===== src/rtl/hazard_unit.sv =====
// Hazard detection and forwarding control for a five-stage pipeline.
// Produces ALU and branch-comparator bypass selects, load-use and branch
// stalls, and sequences the stall window of a multi-cycle mult/div unit.
// A saturating counter records how many cycles the front end was held.

module hazard_unit #(
    parameter int MD_CYCLES = 4
) (
    input  logic        clk,
    input  logic        reset,
    input  logic [4:0]  rs_D,
    input  logic [4:0]  rt_D,
    input  logic        branch_D,
    input  logic [4:0]  rs_E,
    input  logic [4:0]  rt_E,
    input  logic [4:0]  writereg_E,
    input  logic        regwrite_E,
    input  logic        memtoreg_E,
    input  logic        md_start_E,
    input  logic [4:0]  writereg_M,
    input  logic        regwrite_M,
    input  logic        memtoreg_M,
    input  logic [4:0]  writereg_W,
    input  logic        regwrite_W,
    output logic        stall_F,
    output logic        stall_D,
    output logic        flush_E,
    output logic        forwardA_D,
    output logic        forwardB_D,
    output logic [1:0]  forwardA_E,
    output logic [1:0]  forwardB_E,
    output logic        md_busy,
    output logic [15:0] stall_cnt
);

    // The first execute cycle of a multi-cycle op is spent in IDLE, so the
    // counter only has to cover the remaining MD_CYCLES-1 busy cycles.
    localparam logic [3:0] MD_LOAD = 4'(MD_CYCLES - 2);

    typedef enum logic {
        IDLE = 1'b0,
        BUSY = 1'b1
    } mdState_t;

    mdState_t    r_state;
    mdState_t    w_stateNext;
    logic [3:0]  r_mdCnt;
    logic [3:0]  w_mdCntNext;
    logic [15:0] r_stallCnt;
    logic        w_mdBusy;
    logic        w_lwStall;
    logic        w_branchStall;
    logic        w_stall;

    // Execute-stage operand bypass; the younger memory-stage result wins.
    always_comb begin
        forwardA_E = 2'b00;
        forwardB_E = 2'b00;
        if ((rs_E != 5'd0) && regwrite_M && (rs_E == writereg_M)) begin
            forwardA_E = 2'b10;
        end else if ((rs_E != 5'd0) && regwrite_W && (rs_E == writereg_W)) begin
            forwardA_E = 2'b01;
        end
        if ((rt_E != 5'd0) && regwrite_M && (rt_E == writereg_M)) begin
            forwardB_E = 2'b10;
        end else if ((rt_E != 5'd0) && regwrite_W && (rt_E == writereg_W)) begin
            forwardB_E = 2'b01;
        end
    end

    // Decode-stage comparator bypass from the memory stage only.
    always_comb begin
        forwardA_D = (rs_D != 5'd0) && (rs_D == writereg_M) && regwrite_M;
        forwardB_D = (rt_D != 5'd0) && (rt_D == writereg_M) && regwrite_M;
    end

    // Load-use and branch-operand stalls; register 0 never creates a hazard.
    always_comb begin
        w_lwStall = memtoreg_E && (rt_E != 5'd0) &&
                    ((rs_D == rt_E) || (rt_D == rt_E));
        w_branchStall = branch_D &&
            ((regwrite_E && (writereg_E != 5'd0) &&
              ((writereg_E == rs_D) || (writereg_E == rt_D))) ||
             (memtoreg_M && (writereg_M != 5'd0) &&
              ((writereg_M == rs_D) || (writereg_M == rt_D))));
        w_stall = w_lwStall || w_branchStall || w_mdBusy;
    end

    // Multi-cycle unit state and countdown register.
    always_ff @(posedge clk) begin
        if (reset) begin
            r_state <= IDLE;
            r_mdCnt <= 4'd0;
        end else begin
            r_state <= w_stateNext;
            r_mdCnt <= w_mdCntNext;
        end
    end

    // Next-state logic; a start pulse seen while busy is deliberately dropped.
    always_comb begin
        w_stateNext = r_state;
        w_mdCntNext = r_mdCnt;
        case (r_state)
            IDLE: begin
                if (md_start_E) begin
                    w_stateNext = BUSY;
                    w_mdCntNext = MD_LOAD;
                end
            end
            BUSY: begin
                if (r_mdCnt != 4'd0) begin
                    w_mdCntNext = r_mdCnt - 4'd1;
                end else begin
                    w_stateNext = IDLE;
                end
            end
            default: begin
                w_stateNext = IDLE;
                w_mdCntNext = 4'd0;
            end
        endcase
    end

    // Saturating count of cycles in which decode was held.
    always_ff @(posedge clk) begin
        if (reset) begin
            r_stallCnt <= 16'd0;
        end else if (w_stall && (r_stallCnt != 16'hFFFF)) begin
            r_stallCnt <= r_stallCnt + 16'd1;
        end
    end

    assign w_mdBusy  = (r_state == BUSY);
    assign md_busy   = w_mdBusy;
    assign stall_F   = w_stall;
    assign stall_D   = w_stall;
    assign flush_E   = w_stall;
    assign stall_cnt = r_stallCnt;

endmodule

===== config.mk =====
export PLATFORM = sky130hd
export DESIGN_NAME = hazard_unit
export DESIGN_NICKNAME = d
export VERILOG_FILES = /design/src/rtl/hazard_unit.sv
export SDC_FILE = /design/constraint.sdc
export NUM_CORES = 1
export LEC_CHECK = 0
export CORE_ASPECT_RATIO = 0.6
export CORE_MARGIN = 3
export CORE_UTILIZATION = 35
export CTS_CLUSTER_SIZE = 25
export DETAILED_ROUTE_END_ITERATION = 10
export GPL_ROUTABILITY_DRIVEN = 0
export PLACE_DENSITY = 0.73
export REMOVE_ABC_BUFFERS = 1
export SETUP_SLACK_MARGIN = 0.3
export SLEW_MARGIN = 10
export SYNTH_ARGS = -nofsm -noshare
export SYNTH_HDL_FRONTEND = slang
export SYNTH_SLANG_ARGS = --single-unit

===== constraint.sdc =====
create_clock -name clk -period 3.5 [get_ports clk]
set_clock_uncertainty 0.15 [all_clocks]
set_input_delay 0.7 -clock clk [delete_from_list [all_inputs] [get_ports clk]]
set_output_delay 0.7 -clock clk [all_outputs]
set_load 0.03 [all_outputs]

; After elaboration in Yosys (flattened, before gate mapping)
; Index checks and enable logic that the tools add are counted.
[word_totals]
regBits = 21
output_inout_bits = 26
inputBits = 44
[classes]
bitwise_logic = 1
n_reduce_logical = 34
n_eq_ne = 15
add_sub_neg = 2
mux = 10
[ops]
columns = cell, n
row1 = 5-bit equality test, 12
row2 = 5-bit nonzero test, 6
row3 = 1-bit logical AND, 20
row4 = "16-bit by 1-bit adder with 16-bit output, second input constant", 1
row5 = "16-bit inequality test, second input constant", 1
row6 = 4-bit 2-to-1 mux, 2
row7 = 4-bit one-hot mux with 2 select lines, 1
row8 = 1-bit logical OR, 6
row9 = 1-bit 2-to-1 mux, 4
row10 = 2-bit 2-to-1 mux, 2
row11 = 4-bit nonzero test, 1
row12 = "4-bit by 1-bit subtractor with 4-bit output, second input constant", 1
row13 = "2-bit by 1-bit inequality test with 1-bit output, second input constant", 1
row14 = "2-bit inequality test, second input constant", 1
row15 = 1-bit one-hot mux with 2 select lines, 1
row16 = 2-bit AND reduction, 1
row17 = 1-bit NOT, 1

; Longest topological paths before layout
; Gate-level depths: netlist of run 1.
[depth]
word_depth = 8
depth_mapped = 10
ltp_nobuf = 8

; Worst setup path after synthesis of run 1
; Ideal clock, no wire load.
[synth_path]
kind = input port to output port
startpoint = input rt_E[1]
endpoint = output forwardB_E[0]
path_buffers = 1
required_time_ps = 2650
stages = 5
path_slack_ps = -69
arrival_ps = 2719
cell_sequence = clkbuf_1 > or4_1 > nor2_1 > nor4_1 > nor4_1
[synth_between]
elab_chain_len = 5
elab_cells_between_ends = 9
[synth_lines]
columns = item, line
row1 = "start, declared", 15  ; input logic [4:0] rt_E,
row2 = 5-bit nonzero test, "64, 66"
row3 = 1-bit logical AND (2 in series), 66  ; end else if ((rt_E != 5'd0) && regwrite_W && (rt_E == writereg_W)) begin
row4 = 1-bit 2-to-1 mux, 66
row5 = 2-bit 2-to-1 mux *, 64  ; if ((rt_E != 5'd0) && regwrite_M && (rt_E == writereg_M)) begin
row6 = "end, declared", 31  ; output logic [1:0] forwardB_E,
; Mark *: on every way between the ends. The rest lies on a longest branch, timed or not.

; Final worst setup path of run 1
[layout_path]
startpoint = input rs_E[4]
endpoint = output forwardA_E[0]
[layout_between]
elab_chain_len = 5
elab_cells_between_ends = 9
[layout_lines]
columns = item, line
row1 = "start, declared", 14  ; input logic [4:0] rs_E,
row2 = 5-bit nonzero test, "59, 61"
row3 = 1-bit logical AND (2 in series), 61  ; end else if ((rs_E != 5'd0) && regwrite_W && (rs_E == writereg_W)) begin
row4 = 1-bit 2-to-1 mux, 61
row5 = 2-bit 2-to-1 mux *, 59  ; if ((rs_E != 5'd0) && regwrite_M && (rs_E == writereg_M)) begin
row6 = "end, declared", 30  ; output logic [1:0] forwardA_E,
; Marked as above.

==> flow_summary.json, run 1 <==
{
  "placedInstanceArea_mm2": 0.002780,
  "worstSetupStartpoint": "rs_E[4]",
  "clk_pin_slew_ns": 0.07,
  "critPathMaxStageDelay_ns": 0.46,
  "slew-limit-headroom_pct": 35.61,
  "critPathArrivalTime_ns": 2.28,
  "clockRootBuffer": "clkbuf_8",
  "row_count": 20,
  "firstDrtPassIters": 4,
  "clkLatencyLatePin_ns": 0.26,
  "synth_cells": 232,
  "fin_crit_ns": 3.126,
  "core_area_mm2": 0.005130,
  "fin_area_mm2": 0.002874,
  "critPathKind": "in2out",
  "worstPathRequired_ns": 2.65,
  "pre_cts_ws_ns": -0.3356,
  "port_buffers": 69,
  "syn_avg_cell_area_um2": 8.133,
  "grt_pass1_vias": 1984,
  "num_io_pins": 70,
  "r2r_slack_ns": 1.19,
  "hold_viol_final": 0,
  "die_y_um": 62.88,
  "internal-power_uw": 454.8,
  "path_max_fanout": 3,
  "reg2reg_from": "stall_cnt[0]$_SDFFE_PP0P_",
  "drcViolationCount": 0,
  "synth-async-reset-ratio_pct": 0,
  "pwr-share-clk_pct": 23.7,
  "slew_viol_final": 0,
  "ant_nets": 0,
  "synth_cell_type_count": 44,
  "hp-start": "r_mdCnt[1]$_SDFFE_PP0P_",
  "dp_cells": 381,
  "synth-edff-count": 0,
  "antenna_found_initial": 0,
  "setup_violations": 0,
  "grt_pass1_wl_um": 10030,
  "start_util_pct": 36.78,
  "rsz0062_at_grt": "no",
  "p_switching_uw": 212.5,
  "cts_max_level": 1,
  "cts_setup_buffers": 0,
  "cts_made_buffers": 3,
  "dieArea_mm2": 0.006337,
  "grt_use_total_pct": 19.37,
  "worstSetupEndpointType": "output port",
  "cts_buffer_depth": 2,
  "fin_nets": 366,
  "num-fill-cells": 448,
  "holdWs_ns": 0.3426,
  "max_freq_mhz": 319.9,
  "worst_setup_path_start_kind": "primary input",
  "grt_max_degree": 27,
  "cts_tree": "built",
  "totalWireLength_um": 6010,
  "crit_chain": "clkdlybuf4s50_1 > or4_1 > nor2_2 > nor4_1 > nor4_1 > buf_4",
  "n_antenna_cell": 0,
  "outcome": "finished, final reports clean",
  "tightest_slew_ns": 0.9629,
  "min_path_type": "reg2reg",
  "synth_warnings": 0,
  "swShare_pct": 31.85,
  "pwr-share-comb_pct": 38.4,
  "final_core_util_pct": 56.02,
  "seq_area_frac_synth_pct": 22.28,
  "power_uw": 667.4,
  "p_seq_share_pct": 37.9,
  "irDropWorstVdd_mv": 0.1373,
  "crit_path_frequent_cell": "nor4_1",
  "cap_violations": 0,
  "syn_area_mm2": 0.001887,
  "min_period_over_period_pct": 89.32,
  "setup_tns_ns": 0,
  "fin_cells": 385,
  "die_w_um": 100.8,
  "areaGrowthSynthToFinish_pct": 52.32,
  "vias": 2051,
  "synth_flop_cell": "dfxtp_1",
  "hpwlAfterDp_um": 4991,
  "viasPerCell": 5.327,
  "layout-drive-gt1-share_pct": 22.26,
  "cts.sinks": 21,
  "p_leak_nw": 1.096,
  "p_per_area_mw_per_mm2": 232.2,
  "grt_remaining_overflow": 0,
  "wire_per_inst_um": 15.61,
  "synth_seq_cells": 21,
  "fin_ws_ns": 0.3739,
  "drtIter0Drc": 143,
  "slowest_stage": "clkdlybuf4s50_1"
}
state kept, by name, indices dropped and copies added (netlist names):
signal,flops
md_busy,1
r_mdCnt,4
stall_cnt,16
logic make-up (layout without fill, tap and decap cells):
family | count (synthesis) | count (layout) | share of synthesized area [%]
buffers and inverters | 24 | 111 | 6.763
AO/OA/AOI/OAI | 36 | 36 | 12.00
XOR/XNOR | 50 | 50 | 23.21
flip-flops | 21 | 21 | 22.28
adder cells (fa/ha/maj) | 2 | 2 | 1.326
multiplexers | 7 | 7 | 5.040
AND/OR/NAND/NOR | 92 | 92 | 29.38
cells in the final DEF, fill, tap and decap left out, drive strengths merged, types with 3 or more instances in the layout:
master and count:
nand4 5, a21oi 17, mux2 5, nor2b 4
buf 41, o21ai 6, xor2 22, or4 13
dlymetal6s2s 7, nand2 11, dfxtp 21, xnor2 28
nor3 12, dlygate4sd2 11, o31ai 6, and3 5
nand3 13, inv 6, nor4 6, clkdlybuf4s50 40
nor2 16, clkbuf 3
Yosys cell counts, types with 5 or more instances:
library cell	count	area share [%]
nor2_1	15	3.0
inv_1	6	1.2
clkbuf_1	10	2.0
a21oi_1	16	4.2
and3_1	5	1.7
nor3_1	11	2.9
xnor2_1	28	13
mux2_4	5	4.0
xor2_1	22	10
nand4_1	5	1.7
nand3_1	13	3.4
dfxtp_1	21	22
nand2_1	11	2.2
o31ai_1	6	2.4
or4_1	12	4.8
final timing paths:
path | end | cells after the start
setup / recovery | forwardA_E[0] | 6
hold / removal | r_mdCnt[1]$_SDFFE_PP0P_ | 2
setup reg to reg | stall_cnt[3]$_SDFFE_PP0P_ | 8
hold reg to reg | r_mdCnt[1]$_SDFFE_PP0P_ | 2
worst max-delay path, delay by kind of cell:
family,cells,cell delay [ns]
buffers and inverters,2,0.69
and+or+nand+nor,4,0.88
timing repair:
action / in CTS / in global routing
gates resized for setup: 43 / 12
hold buffers: 0 / 0
pin swaps: 9 / 7
gates cloned: 0 / 0
endpoints found under the setup margin: 5 / 5
routing by layer:
| metal | track usage (%) | up-vias | share of wire, % |
|---|---|---|---|
| li1 | - | 1006 | - |
| met1 | 28.52 | 967 | 49 |
| met2 | 28.36 | 72 | 41 |
| met3 | 5.463 | 6 | 9.0 |
| met4 | 2.689 | 0 | 0.85 |
| met5 | 0 | - | 0 |
power groups by stage:
stage / Combinational [mW] / Clock (mW) / Sequential [mW]
final: 0.256 / 0.158 / 0.253
after global routing: 0.276 / 0.176 / 0.255
after CTS: 0.253 / 0.164 / 0.253
after detailed placement: 0.253 / 0 / 0.259
after global placement: 0.248 / 0 / 0.258
after floorplan: 0.102 / 0 / 0.264
layout make-up:
cell class	count	area (um^2)	share of cell area, %
Clock buffer	3	41.29	1.437
Timing Repair Buffer	101	927.1	32.26
Sequential cell	21	420.4	14.63
Clock inverter	1	5.005	0.1741
Tap cell	66	82.58	2.873
Inverter	6	22.52	0.7836
Multi-Input combinational cell	187	1375	47.84
No activity file was read; power rests on OpenSTA's default activity.
==> run 2, diff against run 1 <==
--- a/config.mk
+++ b/config.mk
@@ -5,15 +5,17 @@
 export SDC_FILE = /design/constraint.sdc
 export NUM_CORES = 1
 export LEC_CHECK = 0
+export ABC_AREA = 1
 export CORE_ASPECT_RATIO = 0.6
 export CORE_MARGIN = 3
 export CORE_UTILIZATION = 35
 export CTS_CLUSTER_SIZE = 25
 export DETAILED_ROUTE_END_ITERATION = 10
 export GPL_ROUTABILITY_DRIVEN = 0
-export PLACE_DENSITY = 0.73
+export PLACE_DENSITY = 0.72
 export REMOVE_ABC_BUFFERS = 1
 export SETUP_SLACK_MARGIN = 0.3
+export SKIP_CTS_REPAIR_TIMING = 1
 export SLEW_MARGIN = 10
 export SYNTH_ARGS = -nofsm -noshare
 export SYNTH_HDL_FRONTEND = slang
==> run 2 against run 1 <==
Effect of this change:
- flip-flop and latch count unchanged
- final cell count is 31% higher
- highest routed layer unchanged
- wire length rose by 16%
- worst setup slack got worse by 0.067 ns
- largest power group unchanged
- clock-buffer cell count did not move
- largest cell class unchanged
==> flow_summary.json, run 2 <==
{
  "outcome": "finished, final reports clean",
  "p_per_area_mw_per_mm2": 239.5,
  "areaGrowthSynthToFinish_pct": 44.00,
  "totalWireLength_um": 6955,
  "cts_max_level": 1,
  "syn_avg_cell_area_um2": 5.802,
  "synth-async-reset-ratio_pct": 0,
  "rsz0062_at_grt": "no",
  "grt_remaining_overflow": 0,
  "synth_seq_cells": 21,
  "worstPathRequired_ns": 2.65,
  "grt_max_degree": 32,
  "cts_tree": "built",
  "synth-edff-count": 0,
  "syn_area_mm2": 0.002013,
  "ant_nets": 0,
  "hold_path_depth": 1,
  "slowest_stage": "clkdlybuf4s50_1",
  "grt_pass1_wl_um": 11090,
  "cts_made_buffers": 3,
  "pwr-share-clk_pct": 23.4,
  "antenna_found_initial": 0,
  "layout_common_cells": "94 x nand2_1, 54 x clkdlybuf4s50_1, 47 x inv_1",
  "synth_cells": 347,
  "clk_pin_slew_ns": 0.08,
  "n_antenna_cell": 0,
  "pwr-share-comb_pct": 39.4,
  "multiInputGateArea_mm2": 0.001304,
  "critPathMaxStageDelay_ns": 0.57,
  "netlist_top_cells_count": "94 x nand2_1, 47 x inv_1, 43 x nor2_1",
  "num-fill-cells": 541,
  "tightest_slew_ns": 0.5175,
  "min_path_type": "reg2reg",
  "seq_area_frac_synth_pct": 20.88,
  "core_area_mm2": 0.005305,
  "area.sequential_um2": 420.4,
  "internal-power_uw": 450.1,
  "min_period_over_period_pct": 91.25,
  "worstSetupEndpointType": "output port",
  "vias": 2466,
  "drtIter0Drc": 255,
  "yosysTopAreaCell": "dfxtp_1",
  "layout_commonest_cell": "nand2_1",
  "num_io_pins": 70,
  "setup_tns_ns": 0,
  "grt_pass1_vias": 2167,
  "fin_nets": 473,
  "viasPerCell": 4.903,
  "drcViolationCount": 0,
  "p_seq_share_pct": 37.2,
  "reg2reg_depth": 9,
  "clockRootBuffer": "clkbuf_8",
  "slew_viol_final": 0,
  "wire_per_inst_um": 13.83,
  "path_max_fanout": 4,
  "cts.sinks": 21,
  "p_switching_uw": 244.2,
  "crit_path_frequent_cell": "o2111ai_1",
  "cap_violations": 0,
  "row_count": 20,
  "die_w_um": 103.9,
  "p_leak_nw": 1.494,
  "start_util_pct": 37.95,
  "layout-drive-gt1-share_pct": 10.56,
  "setup_violations": 0,
  "hold_viol_final": 0,
  "worst_setup_path_start_kind": "primary input",
  "clkLatencyLatePin_ns": 0.27,
  "synth_most_common_cell": "nand2_1",
  "cts_buffer_depth": 2,
  "holdWs_ns": 0.3437,
  "synth_area_leaders": "dfxtp_1 21%, nand2_1 18%, inv_1 8.8%",
  "die_y_um": 64.75,
  "slew-limit-headroom_pct": 65.28,
  "swShare_pct": 35.17,
  "fin_crit_ns": 3.194,
  "irDropWorstVdd_mv": 0.1253,
  "critPathArrivalTime_ns": 2.34,
  "synth_top_area_share_pct": 20.88,
  "crit_chain": "clkdlybuf4s50_1 > inv_1 > nand2_1 > o2111ai_1 > nor3_1 > o2111ai_1 > nor2_1 > buf_4",
  "critPathKind": "in2out",
  "dieArea_mm2": 0.006728,
  "largest_reg_flops": 16,
  "firstDrtPassIters": 5,
  "hpwlAfterDp_um": 5782,
  "synth_cell_type_count": 34,
  "synth_flop_cell": "dfxtp_1",
  "synth_warnings": 0,
  "final_core_util_pct": 54.65,
  "max_freq_mhz": 313.1,
  "port_buffers": 69,
  "grt_use_total_pct": 20.47
}
-- run 2: cell types whose count changed in the layout (fill, tap and decap cells not counted), moves of 6 or more --
| cell | previous run | this run |
|---|---|---|
| nand2_1 | 11 | 94 |
| inv_1 | 5 | 47 |
| nor2_1 | 13 | 43 |
| xnor2_1 | 28 | 9 |
| buf_4 | 37 | 22 |
| clkdlybuf4s50_1 | 40 | 54 |
| dlygate4sd2_1 | 11 | 0 |
| nand3_1 | 13 | 24 |
| or4_1 | 11 | 0 |
| xor2_1 | 22 | 12 |
| inv_2 | 1 | 9 |
| a21oi_1 | 14 | 20 |
| o31ai_1 | 6 | 0 |
-- run 2: kinds of logic (layout without fill, tap and decap cells) --
kind of cell / after synthesis / in the layout / synth area share (%)
AO/OA/AOI/OAI: 43 / 43 / 12.62
XOR/XNOR: 21 / 21 / 9.136
adder cells (fa/ha/maj): 2 / 2 / 1.243
buffers and inverters: 67 / 146 / 14.60
flip-flops: 21 / 21 / 20.88
AND/OR/NAND/NOR: 193 / 193 / 41.52
-- run 2: worst max-delay path: cells and delay by family --
kind	cells	cell delay, ns
AOI/OAI and AO/OA	2	0.29
buffers and inverters	3	0.83
and+or+nand+nor	3	0.53
-- run 2: power groups by stage --
stage               clock [mW]  combinational, mW  sequential, mW
floorplan                    0              0.125           0.270
global placement             0              0.267           0.263
detailed placement           0              0.269           0.264
CTS                      0.170              0.270           0.258
global route             0.179              0.297           0.260
finish                   0.163              0.274           0.258
-- run 2: layer usage --
metal	wire length [um]	vias up	share of wire (%)	GRT usage, %
met2	2707	95	39	27.10
met5	0	-	0	0
met1	3541	1093	51	32.07
met4	57	0	0.82	2.819
met3	648	8	9.3	6.269
li1	-	1270	-	-
-- run 2: final cells by class --
cell class	count	area share (%)
repair buffers	85	28.23
multi-input cells	259	44.97
clock buffers	3	1.424
clock inverters	1	0.1726
well taps	77	3.323
inverters	57	7.380
flip-flops and latches	21	14.50
-- run 2: per-stage QoR --
| step | worst slack (ns) | std cells | total power, mW | instance area [um^2] |
|---|---|---|---|---|
| floorplan | 0.2470 | 337 | 0.3950 | 1933 |
| global placement | 0.03011 | 499 | 0.5297 | 2825 |
| detailed placement | 0.01581 | 499 | 0.5326 | 2825 |
| CTS | 0.004972 | 503 | 0.6978 | 2872 |
| global route | 0.2461 | 503 | 0.7362 | 2899 |
| finish | 0.3064 | 503 | 0.6944 | 2899 |
-- run 2: path summary, 6_finish.rpt --
check / start / to / slack [ns]
setup / recovery: rs_E[1] / forwardA_E[0] / 0.31
hold / removal: r_mdCnt[0]$_SDFFE_PP0P_ / r_mdCnt[0]$_SDFFE_PP0P_ / 0.34
setup reg to reg: stall_cnt[0]$_SDFFE_PP0P_ / stall_cnt[14]$_SDFFE_PP0P_ / 1.61
hold reg to reg: r_mdCnt[0]$_SDFFE_PP0P_ / r_mdCnt[0]$_SDFFE_PP0P_ / 0.34
==> run 3, diff against run 2 <==
--- a/config.mk
+++ b/config.mk
@@ -16,7 +16,6 @@
 export REMOVE_ABC_BUFFERS = 1
 export SETUP_SLACK_MARGIN = 0.3
 export SKIP_CTS_REPAIR_TIMING = 1
-export SLEW_MARGIN = 10
 export SYNTH_ARGS = -nofsm -noshare
 export SYNTH_HDL_FRONTEND = slang
 export SYNTH_SLANG_ARGS = --single-unit
==> results of run 3 <==
Final layout, timing and power as in run 2 (identical DEF).
